File: src/rtl/serial_subtractor_32.sv
// Multi-cycle 32-bit subtractor: out = in1 - in2 - bin, one DIGIT_W-bit slice per clock, LSB first.
// Optional signed-overflow flag enabled by defining SERIAL_SUB_OVF_EN; otherwise ovf is tied to 0.
module serial_subtractor_32 #(
    parameter int unsigned DIGIT_W = 8
) (
    input  logic        clk,
    input  logic        rst_n,
    input  logic        in_valid,
    output logic        in_ready,
    input  logic [31:0] in1,
    input  logic [31:0] in2,
    input  logic        bin,
    output logic        out_valid,
    input  logic        out_ready,
    output logic [31:0] out,
    output logic        bout,
    output logic        ovf
);

    localparam int unsigned N     = 32 / DIGIT_W;
    localparam int unsigned IDX_W = (N > 1) ? $clog2(N) : 1;
    localparam int unsigned SUM_W = DIGIT_W + 1;
    localparam logic [IDX_W-1:0] LAST_IDX = IDX_W'(N - 1);

    typedef enum logic [1:0] {
        IDLE = 2'd0,
        RUN  = 2'd1,
        DONE = 2'd2
    } state_e;

    state_e             state_q, state_d;
    logic [31:0]        a_q, a_d;
    logic [31:0]        b_q, b_d;
    logic               c_q, c_d;
    logic [IDX_W-1:0]   idx_q, idx_d;
    logic [31:0]        out_q, out_d;
    logic               bout_q, bout_d;
    logic               last_c;
    logic [SUM_W-1:0]   slice_sum_c;
    int unsigned        base_c;

    // Next-state and datapath: slice adder computes in1 + ~in2 + carry, carry preset to ~bin
    always_comb begin
        state_d     = state_q;
        a_d         = a_q;
        b_d         = b_q;
        c_d         = c_q;
        idx_d       = idx_q;
        out_d       = out_q;
        bout_d      = bout_q;
        base_c      = 32'(idx_q) * DIGIT_W;
        slice_sum_c = {1'b0, a_q[base_c +: DIGIT_W]} + {1'b0, ~b_q[base_c +: DIGIT_W]}
                      + SUM_W'(c_q);
        last_c      = (state_q == RUN) && (idx_q == LAST_IDX);

        case (state_q)
            IDLE: begin
                if (in_valid) begin
                    a_d     = in1;
                    b_d     = in2;
                    c_d     = ~bin;
                    idx_d   = '0;
                    state_d = RUN;
                end
            end
            RUN: begin
                out_d[base_c +: DIGIT_W] = slice_sum_c[DIGIT_W-1:0];
                c_d   = slice_sum_c[DIGIT_W];
                idx_d = idx_q + IDX_W'(1);
                if (last_c) begin
                    bout_d  = ~slice_sum_c[DIGIT_W];
                    state_d = DONE;
                end
            end
            DONE: begin
                if (out_ready) begin
                    state_d = IDLE;
                end
            end
            default: state_d = IDLE;
        endcase
    end

    always_ff @(posedge clk) begin
        if (!rst_n) begin
            state_q <= IDLE;
            a_q     <= '0;
            b_q     <= '0;
            c_q     <= 1'b0;
            idx_q   <= '0;
            out_q   <= '0;
            bout_q  <= 1'b0;
        end else begin
            state_q <= state_d;
            a_q     <= a_d;
            b_q     <= b_d;
            c_q     <= c_d;
            idx_q   <= idx_d;
            out_q   <= out_d;
            bout_q  <= bout_d;
        end
    end

`ifdef SERIAL_SUB_OVF_EN
    logic ovf_q, ovf_d;

    // Signed overflow: operand signs differ and result sign differs from the minuend
    always_comb begin
        ovf_d = ovf_q;
        if (last_c) begin
            ovf_d = (a_q[31] ^ b_q[31]) & (out_d[31] ^ a_q[31]);
        end
    end

    always_ff @(posedge clk) begin
        if (!rst_n) begin
            ovf_q <= 1'b0;
        end else begin
            ovf_q <= ovf_d;
        end
    end

    assign ovf = ovf_q;
`else
    assign ovf = 1'b0;
`endif

    assign in_ready  = rst_n && (state_q == IDLE);
    assign out_valid = (state_q == DONE);
    assign out       = out_q;
    assign bout      = bout_q;

endmodule

File: config.mk
export PLATFORM = sky130hd
export DESIGN_NAME = serial_subtractor_32
export DESIGN_NICKNAME = d
export VERILOG_FILES = /design/src/rtl/serial_subtractor_32.sv
export SDC_FILE = /design/constraint.sdc
export NUM_CORES = 1
export LEC_CHECK = 0
export CAP_MARGIN = 20
export CORE_ASPECT_RATIO = 1.5
export CORE_MARGIN = 8
export CORE_UTILIZATION = 35
export CTS_BUF_LIST = sky130_fd_sc_hd__clkbuf_16
export DETAILED_ROUTE_END_ITERATION = 16
export PLACE_DENSITY = 0.65
export REMOVE_ABC_BUFFERS = 1
export SETUP_SLACK_MARGIN = 0.15
export SKIP_LAST_GASP = 1
export SLEW_MARGIN = 10
export SYNTH_ARGS = -nofsm -noshare
export SYNTH_HDL_FRONTEND = slang
export SYNTH_SLANG_ARGS = --single-unit
File: constraint.sdc
create_clock -name clk -period 4.19 [get_ports clk]
set_clock_uncertainty 0.1 [all_clocks]
set_input_delay 0.419 -clock clk [delete_from_list [all_inputs] [get_ports clk]]
set_output_delay 0.419 -clock clk [all_outputs]
set_load 0.01 [all_outputs]
==> results.md <==
* FF-to-FF Start: idx_q[1]$_SDFFE_PN0P_
* Largest net degree at the start of global routing at 91
* Sequential fraction of the synthesis area at between 40% and 50%
* RSZ-0062 raised after global routing: no
* Pre-antenna DRT Iters at 5
* Min Tclk post-route at around 3.2 ns
* Commonest cells in the netlist: 150 x nand2_1, 102 x dfxtp_1, 79 x a21oi_1, 24 x nor2_1, 20 x clkbuf_1
* Ys Warns at 0
* Final instance area at ~6000 sq um
* DR iter-0 viols at 148
* Reg2reg path depth at 10
* Fmax at roughly 0.32 GHz
* Row Count at 50
* IO Port Bufs at around 100
* Critical path required time at around 4.3 ns
* Setup Viol. Count Final at 0
* Cts repair resizes at 0
* CP Data Arrival Time at ~3.3 ns
* Setup Fix Bufs, Post-CTS at 0
* PD cells at 386 nW/um^2
* Die Span Y at 153 um
* Antenna diode count at 0
* Mean Syn Cell Area at ~8.5 sq um
* Layout cells sized above 1 at approximately 7%
* Core ar. at around 12000 sq um
* CP Launch Type: flop
* Worst Min Path Start: b_q[23]$_SDFFE_PN0P_
* CP endpoint: c_q$_SDFFE_PN0P_
* Netlist Area Pre-Place at roughly 4400 sq um
* H-Tree Depth at 3
* Wire length per cell at roughly 14 um
* First-pass GRT wire length at 17900 um
* Clock Latency Late Sink at 0.34 ns
* Cell taking the most area after synthesis: dfxtp_1
* Status: finished, final reports clean
* DP Wirelength at between 8000 and 9000 um
* CTS hold repair buffers at 0
* Most used DFF post-synth: dfxtp_1
* Placer Congestion at 0.780
* Top cell type's share of synthesized area at 46.7%
* Synth area leaders: dfxtp_1 47%, nand2_1 13%, a21oi_1 9.0%
* Die area at around 16000 sq um
* Worst Max-Slew Pin Slew at between 1 and 1.5 ns
* Gr ovfl total at 0
* Leakage at 2.14 nW
* #FFs+latches synth at between 100 and 150
* CTS Sinks at between 100 and 150
* MaxCap Viol Count at 0
* Antenna-violating nets left at 0
* Final core occ at between 40 and 50%
* Tcrit/Tclk final at roughly three quarters
* Count leader, synth: nand2_1
* Post-Route WL at 11000 um
* Root Driver: clkbuf_16
* DRC Markers at 0
* Clk slew on worst S/H paths at approximately 0.070 ns
* Die width at between 100 and 150 um
* Initial antenna violation count at 0
* Slew margin rel. at between 20 and 30%
* Post-synthesis cell count at about 500
* Reg2Reg Setup Slack at about 1.0 ns
* Setup Crit Path Kind: reg -> reg
* Clk buf depth at 2
* Critical path fanouts, max at 13
* Vias in the first global route at around 3800
* Synth unique cells at between 40 and 50
* Final nets at roughly 690
* Worst setup EP type: flop
* HP Class: reg -> reg
* Layout Area Growth over Synthesis at 33.3%
* Vias post-DR at roughly 3800
* TritonCTS buffer count at 9
* Vias/cell at between 4 and 5
* Ports at about 110
* Filler Cell Count at about 1200
* Final hold vios at 0
* CTS tree: yes
* Reg-to-reg critical path endpoint: c_q$_SDFFE_PN0P_
* Slew Limit Fails at 0
* Async SR Flop Fraction at 0%
* GRT Overall Usage at between 10% and 20%
* Fin Setup TNS at 0 ns
* Crit path from: idx_q[1]$_SDFFE_PN0P_
* Initial Util at 35.5%
* Post-synth EDFFs at 0
* Peak supply drop at 0.246 mV
* Post-DP Area at between 5000 and 6000 sq um
==> cell usage in the layout (no fill, tap or decap), drive strengths merged, types with 3 or more instances in the layout <==
master / synthesis / final
xor2: 3 / 3
nand3: 14 / 14
ha: 13 / 13
clkdlybuf4s50: 0 / 103
a21oi: 79 / 79
buf: 11 / 5
o21ai: 15 / 15
nand2: 153 / 153
inv: 16 / 18
nand2b: 3 / 3
a22oi: 13 / 13
or3b: 3 / 3
mux4: 16 / 16
dfxtp: 102 / 102
clkbuf: 20 / 9
clkinv: 0 / 3
nor3: 4 / 4
nor2: 24 / 24
==> critical path: stages, from the launching register on <==
cell      delay [ns]
dfxtp_1         0.73
mux4_2          0.40
inv_1           0.08
fa_1            0.19
inv_1           0.06
fa_1            0.39
a21o_1          0.20
a221oi_1        0.34
o21ai_0         0.19
a221oi_1        0.27
nor2_1          0.06
==> routing by layer <==
metal / share of wire (%) / vias to the layer above / GRT usage (%)
met5: 0 / - / 0
met4: 1.5 / 0 / 5.19
met3: 5.6 / 10 / 4.38
met2: 53 / 80 / 24.1
met1: 40 / 1776 / 14.3
li1: - / 1914 / -
==> cells by family (layout without fill, tap and decap cells) <==
family | after synthesis | count (layout) | synth area share (%)
and+or+nand+nor | 212 | 212 | 20.3
buffers and inverters | 47 | 140 | 4.32
AOI/OAI and AO/OA | 117 | 117 | 14.9
other | 1 | 1 | 0.0858
DFF | 102 | 102 | 46.7
adders and majority gates | 15 | 15 | 4.64
muxes | 16 | 16 | 8.24
xor gates and xnor gates | 4 | 4 | 0.802
==> cell type report <==
cell class	instances	area, sq um	share of cell area (%)
clock buffer	9	225	3.87
clock inverter	7	63.8	1.10
inverter	16	60.1	1.03
multi-input combinational	365	2140	36.8
sequential	102	2040	35.1
tap	156	195	3.35
timing repair buffer	108	1090	18.8
==> through the flow <==
stage | setup WS (ns) | power, mW | std cells | hold slack, ns
after floorplan | 0.667 | 1.30 | 483 | 0.333
after global placement | 1.11 | 1.45 | 745 | 0.343
after detailed placement | 1.03 | 1.46 | 745 | 0.348
after CTS | 1.00 | 2.26 | 761 | 0.357
after global routing | 0.713 | 2.36 | 763 | 0.372
final | 1.04 | 2.25 | 763 | 0.357
==> worst min path at each step <==
stage                                end  cells after the start
finish              b_q[23]$_SDFFE_PN0P_                      2
global placement     a_q[1]$_SDFFE_PN0P_                      2
detailed placement  a_q[10]$_SDFFE_PN0P_                      2
floorplan           a_q[16]$_SDFFE_PN0P_                      2
global route         a_q[9]$_SDFFE_PN0P_                      2
CTS                  b_q[6]$_SDFFE_PN0P_                      2
==> flip-flops by register name, summed over array words and instances, names as in the netlist <==
register and flops:
bout 1, a_q 32, b_q 32, idx_q 2, out 32, c_q 1, state_q 2
==> power breakdown <==
part           switching [mW]  internal (mW)
registers              0.0289           1.02
clock network           0.345          0.458
logic                   0.209          0.187
No activity file was read; power rests on OpenSTA's default activity.
